`src/rtl/spi_memory_burst_if.sv`:
```
// SPI pin bundle between the board-side master and the burst memory slave.
// The master modport drives the SPI inputs; the slave modport drives MISO and status.
interface spi_memory_burst_if;
  logic sclk_pin;
  logic cs_pin;
  logic mosi_pin;
  logic fault_pin;
  logic miso_pin;
  logic miso_oe;
  logic busy;

  modport master (
    output sclk_pin, cs_pin, mosi_pin, fault_pin,
    input  miso_pin, miso_oe, busy
  );

  modport slave (
    input  sclk_pin, cs_pin, mosi_pin, fault_pin,
    output miso_pin, miso_oe, busy
  );
endinterface

```
`src/rtl/spi_memory_burst.sv`:
```
// SPI slave with a parametrised register-file RAM: burst reads/writes with
// address auto-increment and wrap, synchronised pins and fault-suppressed writes.
module spi_memory_burst #(
  parameter int ADDR_WIDTH  = 7,
  parameter int DATA_WIDTH  = 8,
  parameter int SYNC_STAGES = 2
) (
  input logic               clk,
  input logic               reset,
  spi_memory_burst_if.slave bus
);
  localparam int CNT_MAX = (ADDR_WIDTH > DATA_WIDTH) ? ADDR_WIDTH : DATA_WIDTH;
  localparam int CW      = $clog2(CNT_MAX + 1);
  localparam logic [CW-1:0] ADDR_LAST = CW'(ADDR_WIDTH - 1);
  localparam logic [CW-1:0] DATA_LAST = CW'(DATA_WIDTH - 1);

  typedef enum logic [2:0] {S_IDLE, S_ADDR, S_RW, S_WRITE, S_READ} state_t;

  state_t r_state, w_state_nxt;

  logic [SYNC_STAGES-1:0] r_sclk_sync, r_cs_sync, r_mosi_sync, r_sync_vld;
  logic                   r_sclk_prev, r_armed;
  logic                   w_sclk, w_cs, w_mosi, w_sclk_rise, w_sclk_fall, w_go_idle;

  logic [CW-1:0]          r_bit_cnt;
  logic [ADDR_WIDTH-1:0]  r_addr;
  logic [DATA_WIDTH-1:0]  r_data, r_shift_out, r_ram_q;
  logic                   r_miso, r_wr_pend, r_rd_vld_p0, r_rd_vld_p1;
  logic [DATA_WIDTH-1:0]  r_mem [0:(1 << ADDR_WIDTH) - 1];

  assign w_sclk      = r_sclk_sync[SYNC_STAGES-1];
  assign w_cs        = r_cs_sync[SYNC_STAGES-1];
  assign w_mosi      = r_mosi_sync[SYNC_STAGES-1];
  assign w_sclk_rise = w_sclk & ~r_sclk_prev;
  assign w_sclk_fall = ~w_sclk & r_sclk_prev;
  assign w_go_idle   = (r_state != S_IDLE) && w_cs;

  // Pin synchronisers. r_armed blocks a frame already in progress at reset
  // until cs has been seen high through a fully refilled synchroniser.
  always_ff @(posedge clk) begin
    if (reset) begin
      r_sclk_sync <= '0;
      r_cs_sync   <= '1;
      r_mosi_sync <= '0;
      r_sync_vld  <= '0;
      r_sclk_prev <= 1'b0;
      r_armed     <= 1'b0;
    end else begin
      r_sclk_sync <= {r_sclk_sync[SYNC_STAGES-2:0], bus.sclk_pin};
      r_cs_sync   <= {r_cs_sync[SYNC_STAGES-2:0], bus.cs_pin};
      r_mosi_sync <= {r_mosi_sync[SYNC_STAGES-2:0], bus.mosi_pin};
      r_sync_vld  <= {r_sync_vld[SYNC_STAGES-2:0], 1'b1};
      r_sclk_prev <= w_sclk;
      if (w_cs && r_sync_vld[SYNC_STAGES-1]) r_armed <= 1'b1;
    end
  end

  always_ff @(posedge clk) begin
    if (reset) r_state <= S_IDLE;
    else       r_state <= w_state_nxt;
  end

  always_comb begin
    w_state_nxt = r_state;
    case (r_state)
      S_IDLE:  if (r_armed && !w_cs) w_state_nxt = S_ADDR;
      S_ADDR:  if (w_sclk_rise && r_bit_cnt == ADDR_LAST) w_state_nxt = S_RW;
      S_RW:    if (w_sclk_rise) w_state_nxt = w_mosi ? S_READ : S_WRITE;
      default: w_state_nxt = r_state;
    endcase
    if (w_go_idle) w_state_nxt = S_IDLE;
  end

  // Shift/count datapath; cs deassertion wins over a coincident sclk edge.
  always_ff @(posedge clk) begin
    if (reset) begin
      r_bit_cnt   <= '0;
      r_addr      <= '0;
      r_data      <= '0;
      r_shift_out <= '0;
      r_miso      <= 1'b0;
      r_wr_pend   <= 1'b0;
      r_rd_vld_p0 <= 1'b0;
      r_rd_vld_p1 <= 1'b0;
    end else begin
      r_wr_pend   <= 1'b0;
      r_rd_vld_p0 <= 1'b0;
      r_rd_vld_p1 <= r_rd_vld_p0;
      if (r_rd_vld_p1) r_shift_out <= r_ram_q;
      if (r_wr_pend)   r_addr      <= r_addr + 1'b1;
      if (w_go_idle) begin
        r_bit_cnt <= '0;
        r_miso    <= 1'b0;
      end else begin
        case (r_state)
          S_IDLE: r_bit_cnt <= '0;
          S_ADDR: if (w_sclk_rise) begin
            r_addr    <= {r_addr[ADDR_WIDTH-2:0], w_mosi};
            r_bit_cnt <= (r_bit_cnt == ADDR_LAST) ? '0 : r_bit_cnt + 1'b1;
          end
          S_RW: if (w_sclk_rise) begin
            r_bit_cnt   <= '0;
            r_rd_vld_p0 <= w_mosi;
          end
          S_WRITE: if (w_sclk_rise) begin
            r_data <= {r_data[DATA_WIDTH-2:0], w_mosi};
            if (r_bit_cnt == DATA_LAST) begin
              r_bit_cnt <= '0;
              r_wr_pend <= 1'b1;
            end else begin
              r_bit_cnt <= r_bit_cnt + 1'b1;
            end
          end
          S_READ: if (w_sclk_fall) begin
            r_miso      <= r_shift_out[DATA_WIDTH-1];
            r_shift_out <= {r_shift_out[DATA_WIDTH-2:0], 1'b0};
            if (r_bit_cnt == DATA_LAST) begin
              r_bit_cnt   <= '0;
              r_addr      <= r_addr + 1'b1;
              r_rd_vld_p0 <= 1'b1;
            end else begin
              r_bit_cnt <= r_bit_cnt + 1'b1;
            end
          end
          default: r_bit_cnt <= '0;
        endcase
      end
    end
  end

  // Single-port RAM: write commit and read issue never fall on the same clk.
  always_ff @(posedge clk) begin
    if (r_wr_pend && !reset && !bus.fault_pin) r_mem[r_addr] <= r_data;
    if (r_rd_vld_p0) r_ram_q <= r_mem[r_addr];
  end

  assign bus.miso_pin = r_miso;
  assign bus.miso_oe  = (r_state == S_READ);
  assign bus.busy     = (r_state != S_IDLE);
endmodule

```
`src/flat_wrapper.sv`:
```
// flat-port wrapper written by rule: the top's interface ports become plain ports
module spi_memory_burst_flat 
#(
  parameter int ADDR_WIDTH  = 7,
  parameter int DATA_WIDTH  = 8,
  parameter int SYNC_STAGES = 2
)
  (clk, reset, bus_sclk_pin, bus_cs_pin, bus_mosi_pin, bus_fault_pin, bus_miso_pin, bus_miso_oe, bus_busy);
  spi_memory_burst_if bus_i ();
  input logic clk;
  input logic reset;
  input wire logic [$bits(bus_i.sclk_pin)-1:0] bus_sclk_pin;
  input wire logic [$bits(bus_i.cs_pin)-1:0] bus_cs_pin;
  input wire logic [$bits(bus_i.mosi_pin)-1:0] bus_mosi_pin;
  input wire logic [$bits(bus_i.fault_pin)-1:0] bus_fault_pin;
  output wire logic [$bits(bus_i.miso_pin)-1:0] bus_miso_pin;
  output wire logic [$bits(bus_i.miso_oe)-1:0] bus_miso_oe;
  output wire logic [$bits(bus_i.busy)-1:0] bus_busy;
  assign bus_i.sclk_pin = bus_sclk_pin;
  assign bus_i.cs_pin = bus_cs_pin;
  assign bus_i.mosi_pin = bus_mosi_pin;
  assign bus_i.fault_pin = bus_fault_pin;
  assign bus_miso_pin = bus_i.miso_pin;
  assign bus_miso_oe = bus_i.miso_oe;
  assign bus_busy = bus_i.busy;
  spi_memory_burst #(.ADDR_WIDTH(ADDR_WIDTH), .DATA_WIDTH(DATA_WIDTH), .SYNC_STAGES(SYNC_STAGES)) u_core (.clk(clk), .reset(reset), .bus(bus_i));
endmodule
```
`config.mk`:
```
export PLATFORM = sky130hd
export DESIGN_NAME = spi_memory_burst_flat
export DESIGN_NICKNAME = d
export VERILOG_FILES = /design/src/rtl/spi_memory_burst_if.sv /design/src/rtl/spi_memory_burst.sv /design/src/flat_wrapper.sv
export SDC_FILE = /design/constraint.sdc
export NUM_CORES = 1
export LEC_CHECK = 0
export CAP_MARGIN = 20
export CORE_UTILIZATION = 35
export DETAILED_ROUTE_END_ITERATION = 10
export SLEW_MARGIN = 10
export SYNTH_ARGS = -nofsm -noshare
export SYNTH_HDL_FRONTEND = slang
export SYNTH_SLANG_ARGS = --single-unit
```
`constraint.sdc`:
```
create_clock -name clk -period 3.12 [get_ports clk]
set_input_delay 0.78 -clock clk [delete_from_list [all_inputs] [get_ports clk]]
set_output_delay 0.78 -clock clk [all_outputs]
set_load 0.02 [all_outputs]
```
==> results.ini, run 1 <==
[status]
status = completed

[synth]
synth_nets = 2500
synthCells = 2491
synth_ff_type = edfxtp_1
synth_edf_count = 1032
synth_warnings = 0
synth_async_sr_flop_share = 0
syn_area_per_cell_um2 = 17.1
ys_types = 69
yosysSeqAreaShare = 0.750
syn_area_mm2 = 0.0425
ys_seq_elements = 1076

[worst_setup_path]
worstSetupPathType = flip-flop to flip-flop
ff2ff_setup_slack_ps = 30
arrival_ps = 3520
ff2ff_path_depth = 10
worstPathMaxFanout = 46
end_kind = flip-flop
start_kind = flip-flop
critical_path_required_ps = 3540
worst_r2r_endpoint = u_core.r_ram_q[1]
crit-reg2reg-launch = u_core.r_addr[1]

[grt]
grt_pass1_vias = 25776
grt_pass1_wl_um = 187000
overflow = 0
grt_usage = 0.212
grt_antenna_before_repair = 3
grt_max_degree = 89

[placed_design]
io_buffer_count = 8
place.gp.congestion = 0.959
dp_hpwl_um = 84500

[layout]
register_area_mm2 = 0.0319
final_nets = 2789
nFillCells = 10690
fin_util = 0.420
final_cell_mix = edfxtp_1 (1032), buf_4 (318), nor2_1 (218), mux2i_1 (115), clkbuf_16 (111)
layout-drive-gt1-share = 0.250
syn_to_final_growth_pct = 18.7
multi_input_area_mm2 = 0.00978
final_common_cell = edfxtp_1

[cts]
cts_tree = yes
cts_htree_levels = 3
clock_latency_ps = 700
numCtsBuffers = 109
path_clk_slew_ps = 60
clockBufferDepth = 3
clock_sinks = 1076
cts_hold_buf = 0
clockRootBuffer = clkbuf_16

[worst_hold_path]
hold_depth = 1
min_from = u_core.r_cs_sync[0]
min_to = u_core.r_cs_sync[1]
hold_class = flip-flop to flip-flop

[sta]
finalCritPeriodShare = 0.992
fmax_ghz = 0.323
clock_skew_ps = 33.3
grt_setup_unrepaired = no
setup_viol = 0
slew_viol_final = 0
holdWs_ps = 427
fin_crit_ps = 3090
relSlewSlack = 0.364
finalHoldViolations = 0
worstMarginPinSlew_ps = 955

[power]
p_seq_frac = 0.535
p_clk_frac = 0.462
switching_share = 0.191
combinationalPowerShare = 0.002
power_leakage_nw = 16.3
p_int_w = 0.0236
irDropWorstVdd_mv = 0.388
p_per_area_mw_per_mm2 = 577
switchingPower_w = 0.00555

[drt]
top_layer = met5
drc_errors = 0
drt_iter0_drc = 3745
wl_met2_um = 61000
route.met3.wl_um = 12300
wirelength_um = 131000
dr.pass1.iters = 6
wl_met1_um = 53300
ant_nets = 0
viasPerCell = 5.75
num_vias = 25745
wire_per_inst_um = 29.3

[floorplanning]
dieWidth_um = 350
coreArea_mm2 = 0.120
pin_count = 9
fp.dieH_um = 350
placementRows = 127
die_area_mm2 = 0.123
floorplan.initialDensity = 0.354

[run]
max_cap_viol_count = 0

==> layer usage <==
metal	vias up	GRT usage
met5	-	0
met2	1496	0.335
met4	2	0.0758
li1	10620	-
met3	271	0.0364
met1	13356	0.293
==> worst max-delay path, cell delays in order, from the launching register on <==
cell and delay (ps):
dfxtp_4 560, buf_12 320, nor2_2 160, buf_4 250, a22oi_1 340, o21ai_0 140
a21oi_1 150, o32ai_1 140, a311oi_1 400, buf_4 190, nand4_1 80
==> timing repair <==
action	in CTS	in global routing
resized for setup	3	4
endpoints found under the setup margin	2	4
buffers inserted	0	1
==> cell usage after synthesis, drive strengths merged, types with 3 or more instances <==
cell type  instances  area share
a2111oi            3     0.00062
a211oi            10      0.0018
a21o               5     0.00088
a21oi             83      0.0098
a221o             19      0.0045
a221oi           101       0.021
a222oi             5      0.0012
a22o              21      0.0043
a22oi             67       0.012
a311oi             5      0.0010
a31oi             13      0.0019
a32oi              5      0.0010
and2               5     0.00074
and3               3     0.00044
buf               86       0.012
clkbuf            90      0.0080
dfxtp             44       0.021
edfxtp          1032        0.73
ha                 3     0.00088
inv               10     0.00088
mux2              87       0.023
mux2i            115       0.027
mux4              90       0.048
nand2            109      0.0096
nand2b            10      0.0015
nand3             15      0.0018
nand4              9      0.0013
nor2             222       0.020
nor2b             18      0.0027
nor3              26      0.0031
nor3b              3     0.00053
nor4               7      0.0012
o211ai             3     0.00053
o21ai             56      0.0066
o21bai             3     0.00053
o221ai            17      0.0035
o22a               6      0.0012
o22ai             34      0.0050
o32ai              7      0.0014
or2                4     0.00059
or3                3     0.00044
xnor2              8      0.0016
==> logic make-up (layout without fill, tap and decap cells) <==
logic type               after synthesis  in the layout  share of synthesized area
AO/OA/AOI/OAI                        481            481                     0.0823
XOR/XNOR                              10             10                    0.00206
adder cells (fa/ha/maj)                3              3                   0.000883
buffers and inverters                186            562                     0.0213
flip-flops                          1076           1076                      0.750
multiplexers                         292            292                     0.0981
other                                  0              1                          0
AND/OR/NAND/NOR                      443            443                     0.0453
==> flip-flops by register name, indices dropped and copies added (netlist names) <==
name                 count
u_core.bus.miso_pin      1
u_core.r_addr            7
u_core.r_armed           1
u_core.r_bit_cnt         4
u_core.r_cs_sync         2
u_core.r_data            8
u_core.r_mem          1024
u_core.r_mosi_sync       2
u_core.r_ram_q           8
u_core.r_rd_vld_p0       1
u_core.r_rd_vld_p1       1
u_core.r_sclk_prev       1
u_core.r_sclk_sync       2
u_core.r_shift_out       8
u_core.r_state           3
u_core.r_sync_vld        2
u_core.r_wr_pend         1
==> power by group through the flow <==
stage	logic (W)	registers (W)	clock network [W]
global placement	0.0000695	0.0159	0
CTS	0.0000711	0.0156	0.0136
finish	0.0000721	0.0156	0.0135
floorplan	0.0000419	0.0159	0
detailed placement	0.0000707	0.0159	0
global route	0.0000766	0.0156	0.0141
==> stage by stage <==
| stage | std cells | TNS (ps) | instance area (µm²) | power [W] | setup WS, ps |
|---|---|---|---|---|---|
| floorplan | 2491 | 0 | 42500 | 0.0159 | 277 |
| global placement | 4280 | 0 | 46700 | 0.0160 | 47.6 |
| detailed placement | 4280 | -14.0 | 46700 | 0.0160 | -14.0 |
| CTS | 4478 | 0 | 50400 | 0.0292 | 59.1 |
| global route | 4479 | 0 | 50400 | 0.0298 | 36.9 |
| finish | 4480 | 0 | 50400 | 0.0291 | 25.8 |
==> layout make-up <==
| class | count | share of cell area |
|---|---|---|
| clock inverters | 69 | 0.0159 |
| multi-input cells | 1229 | 0.194 |
| repair buffers | 354 | 0.0602 |
| diodes | 1 | 0.0000496 |
| well taps | 1612 | 0.0400 |
| flip-flops and latches | 1076 | 0.633 |
| clock buffers | 129 | 0.0564 |
| inverters | 10 | 0.000769 |
==> worst max path at each step <==
stage | start | to | slack [ps] | depth (start not counted)
global placement | u_core.r_addr[2] | u_core.r_ram_q[1] | 50 | 8
detailed placement | u_core.r_addr[2] | u_core.r_ram_q[1] | -10 | 8
finish | u_core.r_addr[1] | u_core.r_ram_q[1] | 30 | 10
CTS | u_core.r_addr[2] | u_core.r_ram_q[4] | 60 | 8
global route | u_core.r_addr[1] | u_core.r_ram_q[1] | 40 | 9
floorplan | reset | u_core.r_mem[29][0] | 280 | 5
No activity file was read; power rests on OpenSTA's default activity.
==> run 2: changes to the inputs <==
==> constraint.sdc (replaced) <==
create_clock -name clk -period 3.65 [get_ports clk]
set_input_delay 0.9125 -clock clk [delete_from_list [all_inputs] [get_ports clk]]
set_output_delay 0.9125 -clock clk [all_outputs]
set_load 0.02 [all_outputs]
==> run 2 against run 1 <==
Design area fell by 1.7%. Sequential power fell by 15%. Total power fell by 18%. Final cell count fell by 1.5%. Critical path depth fell by 2. Global-route usage fell by 0.35 points. Worst hold slack got worse by 7.3 ps. Largest power group unchanged. Highest routed layer unchanged.
==> results.ini, run 2 (synthesized netlist as in run 1, its figures left out) <==
[worst_setup_path]
ff2ff_setup_slack_ps = 130
path_buf_inv = 1
critical_path_required_ps = 4180
worstPathMaxFanout = 13
cpMostUsedCell = nand2_1
slowest_stage = nor2_1
worstSetupPathType = flip-flop to flip-flop
arrival_ps = 4050
end_kind = flip-flop
cp_cell_sequence = nor2_1 -> nand2_1 -> buf_4 -> nor3_1 -> a31oi_1 -> nand2_1 -> a311oi_1 -> nand4_1
slowest_delay_ps = 910
cp_top_family = simple AND/OR/NAND/NOR gates
start_kind = flip-flop

[floorplanning]
pin_count = 9
fp.dieH_um = 350
dieWidth_um = 350
floorplan.initialDensity = 0.354
coreArea_mm2 = 0.120
die_area_mm2 = 0.123
placementRows = 127

[cts]
numCtsBuffers = 107
clockRootBuffer = clkbuf_16
path_clk_slew_ps = 60
cts_hold_buf = 0
clock_sinks = 1076
clock_latency_ps = 700
cts_setup_buffers = 0
cts_htree_levels = 3
cts_tree = yes
cts_resized = 0
clockBufferDepth = 3

[run]
max_cap_viol_count = 0

[layout]
regMostFlops = u_core.r_mem
layout-drive-gt1-share = 0.228
syn_to_final_growth_pct = 16.6
final_cell_mix = edfxtp_1 (1032), buf_4 (255), nor2_1 (219), mux2i_1 (115)
fin_util = 0.412
nFillCells = 10745
diodes = 0
final_nets = 2720
largest_reg_flops = 1024
final_common_cell = edfxtp_1

[drt]
viasPerCell = 5.74
num_vias = 25331
wirelength_um = 129000
drt_iter0_drc = 3388
ant_nets = 0
wire_per_inst_um = 29.1
drc_errors = 0
dr.pass1.iters = 7

[sta]
fin_crit_ps = 3520
holdWs_ps = 420
finalCritPeriodShare = 0.963
grt_setup_unrepaired = no
fmax_ghz = 0.284
setup_tns_ps = 0
relSlewSlack = 0.236
finalHoldViolations = 0
setup_viol = 0
clock_skew_ps = 21.2
worstMarginPinSlew_ps = 1150
slew_viol_final = 0

[status]
status = completed

[placed_design]
place.gp.congestion = 0.937
dp_hpwl_um = 81800
io_buffer_count = 8

[power]
p_per_area_mw_per_mm2 = 484
power_leakage_nw = 15.8
power_w = 0.0240
irDropWorstVdd_mv = 0.387

[grt]
grt_max_degree = 88
grt_antenna_before_repair = 2
grt_pass1_wl_um = 184000
grt_usage = 0.208
overflow = 0
grt_pass1_vias = 25362

[worst_hold_path]
hold_class = flip-flop to flip-flop

[run 2: changes by cell type in the layout (fill, tap and decap cells not counted), sizes merged, moves of 3 or more]
cell,delta
buf,-67
bufinv,-11
clkbuf,+3
clkinv,+11
[run 2: path summary, 6_finish.rpt]
kind	startpoint	endpoint	cells after the start
min	u_core.r_cs_sync[0]	u_core.r_cs_sync[1]	1
max reg2reg	u_core.r_addr[3]	u_core.r_ram_q[2]	8
min reg2reg	u_core.r_cs_sync[0]	u_core.r_cs_sync[1]	1
max	u_core.r_addr[3]	u_core.r_ram_q[2]	8
[run 2: per-layer routing]
metal | GRT usage | share of wire | routed length (µm)
met5 | 0 | 0.00010 | 13
met4 | 0.0834 | 0.041 | 5340
met3 | 0.0498 | 0.11 | 13600
met2 | 0.325 | 0.46 | 59100
met1 | 0.279 | 0.39 | 50600
[run 2: layout make-up]
type                    instances  area [µm²]  area share
flip-flops and latches       1076       31900       0.644
clock inverters                69         538      0.0109
repair buffers                287        2470      0.0499
multi-input cells            1229        9760       0.197
well taps                    1612        2020      0.0407
inverters                      10        38.8    0.000783
clock buffers                 132        2810      0.0568
[run 2: where the power goes]
group          internal (W)  switching [W]
combinational     0.0000225      0.0000380
sequential           0.0133     0.00000487
clock               0.00596        0.00462
total                0.0193        0.00467
[run 2: worst register-to-register path: stages, from the launching register on]
cell and delay, ps:
dfxtp_1 530, nor2_1 920, nand2_1 340, buf_4 310, nor3_1 710, a31oi_1 200
nand2_1 130, a311oi_1 60, nand4_1 170
[run 2: per-stage QoR]
stage	instance area [µm²]	cells	worst slack, ps
after floorplan	42500	2491	674
final	49600	4415	135
after detailed placement	46200	4214	350
after CTS	49600	4415	326
after global routing	49600	4415	153
after global placement	46200	4214	363
